==> config.mk <==
export PLATFORM = sky130hd
export DESIGN_NAME = icache_refill
export DESIGN_NICKNAME = d
export VERILOG_FILES = /design/src/rtl/icache_refill.sv
export SDC_FILE = /design/constraint.sdc
export NUM_CORES = 1
export LEC_CHECK = 0
export ABC_AREA = 1
export CAP_MARGIN = 10
export CORE_AREA = 10 10 286 288
export CTS_CLUSTER_DIAMETER = 100
export DETAILED_ROUTE_END_ITERATION = 6
export DIE_AREA = 0 0 296 298
export DONT_BUFFER_PORTS = 1
export SKIP_LAST_GASP = 1
export SLEW_MARGIN = 20
export SYNTH_ARGS = -nofsm -noshare
export SYNTH_HDL_FRONTEND = slang
export SYNTH_SLANG_ARGS = --single-unit
==> constraint.sdc <==
create_clock -name clock -period 3 [get_ports clock]
set_input_delay 0.45 -clock clock [delete_from_list [all_inputs] [get_ports clock]]
set_output_delay 0.45 -clock clock [all_outputs]
set_load 0.005 [all_outputs]
==> src/rtl/icache_refill.sv <==
// rtl/icache_refill.sv - instruction-cache miss handler with prefetch-buffer reuse and AXI refill
//
// Serves an icache miss either from the line prefetcher's buffer (when it holds or is
// fetching the missing line) or from an 8-beat AXI read burst, then hints the
// prefetcher to fetch the next sequential line.
//
// Ports:
//   clock, resetn                 clock and asynchronous active-low reset
//   miss_req_i, miss_line_addr_i  miss request (level) and missing line address
//   refill_valid_o                one-cycle pulse, refill_addr_o/refill_line_o valid
//   refill_addr_o, refill_line_o  returned line address and 8x32-bit line (word k at [32k+31:32k])
//   line_addr_o, need_prefetch_o  current-line hint and prefetch request to the prefetcher
//   pf_ack_o                      consume the prefetch buffer
//   pf_addr_i, pf_ready_i         prefetched line address, buffer full
//   pf_fetching_i, pf_inst_i      prefetcher busy, prefetched line data
//   axi_ar*/axi_r*                AXI read address and read data channels
//   hit_count_o, miss_count_o     refills served by the prefetch buffer / by AXI
module icache_refill #(
   parameter int LINE_ADDR_W = 27,
   parameter bit PF_ENABLE   = 1'b1
) (
   input  logic                   clock,
   input  logic                   resetn,
   input  logic                   miss_req_i,
   input  logic [LINE_ADDR_W-1:0] miss_line_addr_i,
   output logic                   refill_valid_o,
   output logic [LINE_ADDR_W-1:0] refill_addr_o,
   output logic [255:0]           refill_line_o,
   output logic [LINE_ADDR_W-1:0] line_addr_o,
   output logic                   need_prefetch_o,
   output logic                   pf_ack_o,
   input  logic [LINE_ADDR_W-1:0] pf_addr_i,
   input  logic                   pf_ready_i,
   input  logic                   pf_fetching_i,
   input  logic [255:0]           pf_inst_i,
   output logic [31:0]            axi_araddr_o,
   output logic                   axi_arvalid_o,
   input  logic                   axi_arready_i,
   input  logic [31:0]            axi_rdata_i,
   input  logic                   axi_rvalid_i,
   input  logic                   axi_rlast_i,
   output logic                   axi_rready_o,
   output logic [31:0]            hit_count_o,
   output logic [31:0]            miss_count_o
);

   localparam logic [2:0] S_IDLE    = 3'd0;
   localparam logic [2:0] S_WAIT_PF = 3'd1;
   localparam logic [2:0] S_ADDR    = 3'd2;
   localparam logic [2:0] S_READ    = 3'd3;
   localparam logic [2:0] S_DONE    = 3'd4;

   localparam logic [LINE_ADDR_W-1:0] LINE_ONE = {{(LINE_ADDR_W-1){1'b0}}, 1'b1};

   logic [2:0]             state;
   logic [LINE_ADDR_W-1:0] cur_line;
   logic [LINE_ADDR_W-1:0] miss_line;
   logic [2:0]             beat_cnt;
   logic [255:0]           line_q;
   logic [31:0]            hit_cnt;
   logic [31:0]            miss_cnt;

   logic pf_en;
   logic addr_match;
   logic hit;
   logic pend;
   logic pf_dropped;
   logic idle_hit;
   logic wait_hit;

   assign pf_en      = PF_ENABLE;
   assign addr_match = (pf_addr_i == miss_line_addr_i);
   assign hit        = pf_en & pf_ready_i & addr_match;
   assign pend       = pf_en & pf_fetching_i & addr_match;
   assign pf_dropped = !pf_fetching_i & !pf_ready_i;
   assign idle_hit   = (state == S_IDLE) & miss_req_i & hit;
   // WAIT_PF is only reachable with the prefetcher enabled, so no pf_en term here.
   assign wait_hit   = (state == S_WAIT_PF) & pf_ready_i & addr_match;

   // pf_ack_o is combinational on inputs; gate it with resetn so every output is
   // forced low while reset is held, even with a matching buffer presented.
   assign pf_ack_o        = resetn & (idle_hit | wait_hit);
   assign axi_arvalid_o   = (state == S_ADDR);
   assign axi_araddr_o    = axi_arvalid_o ? 32'({miss_line_addr_i, 5'b0}) : 32'd0;
   assign axi_rready_o    = (state == S_READ);
   assign refill_valid_o  = (state == S_DONE);
   assign refill_addr_o   = miss_line;
   assign refill_line_o   = line_q;
   assign line_addr_o     = cur_line;
   assign need_prefetch_o = pf_en & (state == S_DONE) & pf_dropped;
   assign hit_count_o     = hit_cnt;
   assign miss_count_o    = miss_cnt;

   // cur_line advances to miss_line+1 on the edge that enters DONE, so the
   // prefetcher sees the next-line hint in the same cycle as need_prefetch_o.
   always_ff @(posedge clock or negedge resetn) begin
      if (!resetn) begin
         state     <= S_IDLE;
         cur_line  <= '0;
         miss_line <= '0;
         beat_cnt  <= 3'd0;
         line_q    <= '0;
         hit_cnt   <= 32'd0;
         miss_cnt  <= 32'd0;
      end else begin
         case (state)
            S_IDLE: begin
               if (miss_req_i) begin
                  miss_line <= miss_line_addr_i;
                  if (hit) begin
                     cur_line <= miss_line_addr_i + LINE_ONE;
                     line_q   <= pf_inst_i;
                     hit_cnt  <= hit_cnt + 32'd1;
                     state    <= S_DONE;
                  end else begin
                     cur_line <= miss_line_addr_i;
                     state    <= pend ? S_WAIT_PF : S_ADDR;
                  end
               end
            end
            S_WAIT_PF: begin
               if (wait_hit) begin
                  cur_line <= miss_line + LINE_ONE;
                  line_q   <= pf_inst_i;
                  hit_cnt  <= hit_cnt + 32'd1;
                  state    <= S_DONE;
               end else if (pf_dropped) begin
                  state <= S_ADDR;
               end
            end
            S_ADDR: begin
               if (axi_arready_i) begin
                  beat_cnt <= 3'd0;
                  state    <= S_READ;
               end
            end
            S_READ: begin
               if (axi_rvalid_i) begin
                  line_q[{beat_cnt, 5'd0} +: 32] <= axi_rdata_i;
                  beat_cnt                       <= beat_cnt + 3'd1;
                  // An early rlast is stored but ignored; only the eighth beat ends the burst.
                  if (axi_rlast_i && (beat_cnt == 3'd7)) begin
                     cur_line <= miss_line + LINE_ONE;
                     miss_cnt <= miss_cnt + 32'd1;
                     state    <= S_DONE;
                  end
               end
            end
            S_DONE: begin
               state <= S_IDLE;
            end
            default: begin
               state <= S_IDLE;
            end
         endcase
      end
   end

endmodule

==> results of run 1 <==
[what timing repair did]
item / in CTS / in global routing
setup buffers: 0 / 0
setup endpoints to repair: 0 / 1
endpoints found under the hold margin: 397 / 380
gates resized for setup: 0 / 1
[state kept, by name, indices dropped and copies added (netlist names)]
| signal | cells |
|---|---|
| miss_count_o | 32 |
| refill_addr_o | 27 |
| state | 3 |
| refill_line_o | 256 |
| beat_cnt | 3 |
| hit_count_o | 32 |
| line_addr_o | 27 |
[power breakdown]
group	switching, mW	internal [mW]	leakage, nW
Clock	2.48	3.81	0.823
Combinational	7.19	2.91	7.15
Sequential	2.61	7.21	4.69
Total	12.3	13.9	12.7
[metrics by stage]
step,setup slack [ns],power (mW),hold slack [ns],area (um2),instances
after global routing,0.03688,27.94,-0.4675,25060,4223
after floorplan,0.6345,15.50,0.1544,22190,3269
after global placement,0.2723,19.79,0.1702,23190,4118
final,0.2417,26.20,-0.4242,25080,4230
after detailed placement,0.2365,19.92,0.1670,23190,4118
after CTS,0.2145,26.34,-0.4724,25060,4221
[cells by family (layout without fill, tap and decap cells)]
logic type / Yosys count / after routing / share of synthesized area, %
DFF: 380 / 380 / 42.88
other: 1 / 14 / 0.01691
adders and majority gates: 11 / 11 / 0.6206
xor gates and xnor gates: 91 / 91 / 3.594
buffers and inverters: 396 / 370 / 7.233
AOI/OAI and AO/OA: 341 / 341 / 7.809
and+or+nand+nor: 2045 / 2045 / 37.85
[per-layer routing]
metal	routed length (um)	GRT usage, %	vias to the layer above	part of all wire [%]
met3	12820	7.914	235	11
met4	6140	11.78	6	5.3
li1	-	-	10290	-
met5	37	0	-	0.032
met1	44130	30.36	10790	38
met2	53710	40.66	1286	46
[placed cells by master, fill, tap and decap left out, types with 5 or more instances in the layout]
cell / synthesis / final
conb_1: 1 / 5
nand4_1: 31 / 31
diode_2: 0 / 9
o21a_1: 8 / 8
xor2_1: 67 / 67
nor3_1: 42 / 42
a21oi_1: 13 / 12
dfrtp_1: 380 / 380
nand3_1: 384 / 384
inv_2: 7 / 7
dlygate4sd3_1: 0 / 17
nand3b_1: 5 / 5
buf_12: 0 / 7
clkinv_2: 0 / 5
nor2_1: 195 / 192
inv_1: 192 / 191
clkbuf_1: 126 / 7
o21ai_0: 289 / 289
nor4_1: 12 / 12
o21ai_1: 30 / 30
ha_1: 11 / 11
buf_4: 17 / 61
bufinv_16: 0 / 6
clkbuf_8: 0 / 10
clkbuf_16: 0 / 50
xnor2_1: 24 / 24
nand2_1: 1366 / 1362
[final cells by class]
class,count,area [um2],area share (%)
Antenna cell,9,22.52,0.08980
Multi-Input combinational cell,2493,11110,44.29
Tap cell,978,1224,4.879
Clock buffer,67,1415,5.642
Clock inverter,19,280.3,1.117
Inverter,199,754.5,3.008
Timing Repair Buffer,85,768.2,3.063
Sequential cell,380,9509,37.91
[final timing paths]
path                            depth (start not counted)  slack, ns                        endpoint                            from
worst max register to register                         10       0.24   refill_line_o[12]$_DFFE_PN0P_         beat_cnt[0]$_DFFE_PN0P_
worst min-delay path                                    0      -0.42  refill_line_o[122]$_DFFE_PN0P_                          resetn
min in group clock                                      2       0.06   refill_addr_o[15]$_DFFE_PN0P_            miss_line_addr_i[15]
worst min register to register                          2       0.51  refill_line_o[184]$_DFFE_PN0P_  refill_line_o[184]$_DFFE_PN0P_
worst max-delay path                                   10       0.24   refill_line_o[12]$_DFFE_PN0P_         beat_cnt[0]$_DFFE_PN0P_
max in group asynchronous                               0       1.00   refill_line_o[97]$_DFFE_PN0P_                          resetn
[worst max-delay path, delay by kind of cell (launching register included)]
kind                   cells  cell delay, ns
buffers and inverters      5            1.02
and+or+nand+nor            4            0.96
DFF                        1            0.37
AOI/OAI and AO/OA          1            0.31
==> results.py, run 1 <==
metrics = {
    "sta": {
        "tns_ns": 0,
        "setup_viol": 0,
        "fin_crit_ns": 2.758,
        "timing.fmax_mhz": 362.5,
        "rsz0062_at_grt": "no",
        "tightest_slew_ns": 3.089,
        "finalCritPeriodShare_pct": 91.94,
        "slew_viol_final": 288,
        "relSlewSlack_pct": -105.9,
        "skew_ns": 0.02498,
        "fin_hold_ws_ns": -0.4242,
        "finalHoldViolCount": 132,
    },
    "clock_network": {
        "cts_hold_buf": 17,
        "ctsLongestPathBuffers": 3,
        "htree_levels": 2,
        "clkLatencyLatePin_ns": 0.59,
        "cts_sinks": 380,
        "cts.clk_slew.worst_paths_ns": 0.07,
        "clock-root-buffer": "clkbuf_16",
        "cts_tree": "done",
        "numCtsBuffers": 48,
    },
    "detailed_routing": {
        "ant_nets": 0,
        "vias": 22610,
        "drc": 0,
        "firstDrtPassIters": 5,
        "routed_wl_mm": 116.8,
        "dr.first_iter.drc_count": 2035,
        "wl_per_cell_um": 27.62,
        "via_per_inst": 5.345,
    },
    "critical_path": {
        "cp.arrival_ns": 3.28,
        "required_ns": 3.52,
        "crit_type": "reg2reg",
        "cp_slowest_stage_delay_ns": 0.38,
        "startpoint_type": "flip-flop",
        "cp_max_fo": 17,
        "end_kind": "flip-flop",
        "cp_slowest_cell": "nor3_1",
        "crit_chain": "buf_4, nor3_1, inv_1, nor4_1, buf_4, inv_1, buf_12, o21ai_0, nand3_1, nand2_1",
    },
    "hold_path": {
        "min_path_type": "in2async",
    },
    "grt": {
        "grt_usage_pct": 25.28,
        "grt_remaining_overflow": 0,
        "antenna_found_initial": 9,
        "grt_pass1_wl_mm": 164.2,
        "grt_pass1_vias": 21610,
        "grt_max_degree": 382,
    },
    "cells_and_area": {
        "nets": 3568,
        "layout-drive-gt1-share_pct": 5.242,
        "final_core_util_pct": 33.13,
        "area_delta_synth_final_pct": 13.10,
        "fillers": 8322,
    },
    "synth": {
        "synth_cell_types": 31,
        "yosys_warnings": 0,
        "ys.flop_type": "dfrtp_1",
        "synth_most_common_cell": "nand2_1",
        "synth_edf_count": 0,
        "syn_inst": 3265,
        "synth_seq_cells": 380,
        "syn_avg_cell_area_um2": 6.792,
        "yosysTopAreaCell": "dfrtp_1",
        "netlist_area_um2": 22180,
        "synthTopCellsByArea": "dfrtp_1 (43%), nand2_1 (23%), nand3_1 (8.7%)",
        "synth.top_cell.area_share_pct": 42.88,
        "synth_common_cells": "nand2_1 (1366), nand3_1 (384), dfrtp_1 (380)",
        "ys_seq_area_share_pct": 42.88,
        "synthArstFlopShare_pct": 100.0,
    },
    "power_and_ir_drop": {
        "power_density_nw_per_um2": 1045,
        "vdd_drop_max_mv": 0.5329,
        "p_leak_nw": 12.66,
    },
    "floorplan": {
        "initial_core_util_pct": 29.30,
        "coreArea_um2": 75700,
        "core.rowCount": 101,
        "die_w_um": 296,
        "die_h_um": 298,
        "io_pins": 761,
        "die_area_um2": 88210,
    },
    "placement": {
        "routabilityCongestion": 0.9557,
        "io_buffers": 0,
        "dp.final_hpwl_mm": 90.09,
    },
    "status": {
        "status": "complete, but fails checks",
        "violations": "negative hold slack, max-slew violations",
    },
    "flow_run": {
        "maxCapViolations": 0,
    },
}
(Power assumes the default switching activity.)
==> run 2: changes to the inputs <==
--- a/config.mk
+++ b/config.mk
@@ -12,6 +12,7 @@
 export DETAILED_ROUTE_END_ITERATION = 6
 export DIE_AREA = 0 0 296 298
 export DONT_BUFFER_PORTS = 1
+export HOLD_SLACK_MARGIN = 0.15
 export SKIP_LAST_GASP = 1
 export SLEW_MARGIN = 20
 export SYNTH_ARGS = -nofsm -noshare
==> run 2 against run 1 <==
Compared with the run above: the flow still finishes with violations (negative hold slack, max-slew violations); die area unchanged; final area increased by 9.2%; non-clock buffer count increased by 227; sequential power about the same; setup slack got worse by 0.11 ns; count of clock-buffer cells in the layout unchanged; sequential share of layout area decreased by 3.2 points; routed wire length increased by 2.4%; register-to-register slack got worse by 0.11 ns; critical path depth increased by 1; fmax decreased by 3.8%; critical endpoint is now refill_line_o[23]$_DFFE_PN0P_.
==> results.py, run 2 (synthesis gave the netlist of run 1 again) <==
metrics = {
    "status": {
        "status": "complete, but fails checks",
        "violations": "negative hold slack, max-slew violations",
    },
    "hold_path": {
        "min_path_type": "in2async",
    },
    "floorplan": {
        "core.rowCount": 101,
        "die_h_um": 298,
        "coreArea_um2": 75700,
        "io_pins": 761,
        "die_w_um": 296,
        "initial_core_util_pct": 29.30,
        "die_area_um2": 88210,
    },
    "clock_network": {
        "cts_sinks": 380,
        "htree_levels": 2,
        "clkLatencyLatePin_ns": 0.59,
        "numCtsBuffers": 48,
        "postCtsSetupBuffers": 0,
        "clock-root-buffer": "clkbuf_16",
        "cts.clk_slew.worst_paths_ns": 0.07,
        "ctsLongestPathBuffers": 3,
        "cts_tree": "done",
        "cts_hold_buf": 244,
    },
    "flow_run": {
        "maxCapViolations": 0,
    },
    "sta": {
        "tightest_slew_ns": 2.940,
        "finalCritPeriodShare_pct": 95.56,
        "tns_ns": 0,
        "timing.fmax_mhz": 348.8,
        "setup_viol": 0,
        "fin_crit_ns": 2.867,
        "finalHoldViolCount": 147,
        "slew_viol_final": 282,
        "rsz0062_at_grt": "yes",
        "fin_hold_ws_ns": -0.4250,
        "relSlewSlack_pct": -96.02,
        "skew_ns": 0.02473,
        "setup_slack_ns": 0.1331,
    },
    "detailed_routing": {
        "via_per_inst": 5.310,
        "routed_wl_mm": 119.6,
        "wl_per_cell_um": 26.79,
        "dr.first_iter.drc_count": 2339,
        "vias": 23710,
        "firstDrtPassIters": 6,
        "ant_nets": 0,
        "drc": 0,
    },
    "critical_path": {
        "end_kind": "flip-flop",
        "required_ns": 3.47,
        "startpoint_type": "flip-flop",
        "critPathLaunch": "beat_cnt[0]$_DFFE_PN0P_",
        "reg2reg_from": "beat_cnt[0]$_DFFE_PN0P_",
        "crit_type": "reg2reg",
        "cp.arrival_ns": 3.34,
        "cp_max_fo": 32,
    },
    "placement": {
        "placed_area_um2": 23190,
        "place_ws_ns": 0.2365,
        "numPlacedInstances": 4118,
        "dp.final_hpwl_mm": 90.09,
        "io_buffers": 0,
        "routabilityCongestion": 0.9557,
    },
    "grt": {
        "antenna_found_initial": 13,
        "grt_usage_pct": 25.91,
        "grt_pass1_vias": 23050,
        "grt_remaining_overflow": 0,
        "grt_max_degree": 382,
        "grt_pass1_wl_mm": 169.8,
    },
    "cells_and_area": {
        "layout-drive-gt1-share_pct": 5.014,
        "largest_reg_flops": 256,
        "final_core_util_pct": 36.18,
        "stdcell_count": 4465,
        "final_common_cell": "nand2_1",
        "layout_common_cells": "nand2_1 (1360), nand3_1 (384), dfrtp_1 (380)",
        "nets": 3795,
        "area_delta_synth_final_pct": 23.50,
        "finalInstanceArea_um2": 27390,
    },
    "power_and_ir_drop": {
        "vdd_drop_max_mv": 0.5331,
        "p_leak_nw": 13.61,
        "p_total_mw": 26.62,
        "power_density_nw_per_um2": 972.1,
    },
}
run 2: cell types whose count changed in the layout (fill, tap and decap cells not counted), sizes merged:
cell | previous run | this run
dlygate4sd3 | 17 | 244
diode | 9 | 17
run 2: area by class of cell:
cell class | count | area (um2)
fill | 8091 | 48310
multi-input combinational | 2493 | 11120
sequential | 380 | 9509
timing repair buffer | 312 | 3040
clock buffer | 67 | 1415
tap | 978 | 1224
inverter | 199 | 754.5
clock inverter | 19 | 280.3
antenna | 17 | 42.54
run 2: repair_timing:
action	in CTS	in global routing
endpoints found under the hold margin	631	380
gates resized for setup	0	5
setup endpoints to repair	0	7
run 2: where the power goes:
group / switching [mW] / total, mW / leakage [nW] / internal [mW]
Combinational: 7.36 / 10.5 / 8.09 / 3.13
Clock: 2.48 / 6.29 / 0.823 / 3.81
Sequential: 2.63 / 9.84 / 4.69 / 7.21
Total: 12.5 / 26.6 / 13.6 / 14.1
run 2: worst paths after layout:
path | end | cells after the start | slack, ns
min | refill_line_o[122]$_DFFE_PN0P_ | 0 | -0.43
max reg2reg | refill_line_o[23]$_DFFE_PN0P_ | 11 | 0.13
min reg2reg | refill_line_o[184]$_DFFE_PN0P_ | 2 | 0.51
min in group clock | refill_line_o[205]$_DFFE_PN0P_ | 4 | 0.18
max in group asynchronous | refill_line_o[97]$_DFFE_PN0P_ | 0 | 1.11
max | refill_line_o[23]$_DFFE_PN0P_ | 11 | 0.13
run 2: worst max-delay path, cell delays in order (launching register included):
cell and delay, ns:
dfrtp_1 0.37, buf_4 0.20, nor3_1 0.48, inv_1 0.23
nor4_1 0.35, buf_4 0.19, inv_1 0.19, nand2_1 0.20
nand2_1 0.07, buf_4 0.28, nand2_1 0.12, nand2_1 0.06
run 2: metal layers:
metal / wire [um] / vias to the layer above / part of all wire (%) / global-route usage [%]
li1: - / 10750 / - / -
met1: 45080 / 11230 / 38 / 30.88
met2: 54270 / 1423 / 45 / 41.53
met3: 13080 / 295 / 11 / 8.159
met4: 7112 / 8 / 5.9 / 12.95
met5: 47 / - / 0.039 / 0
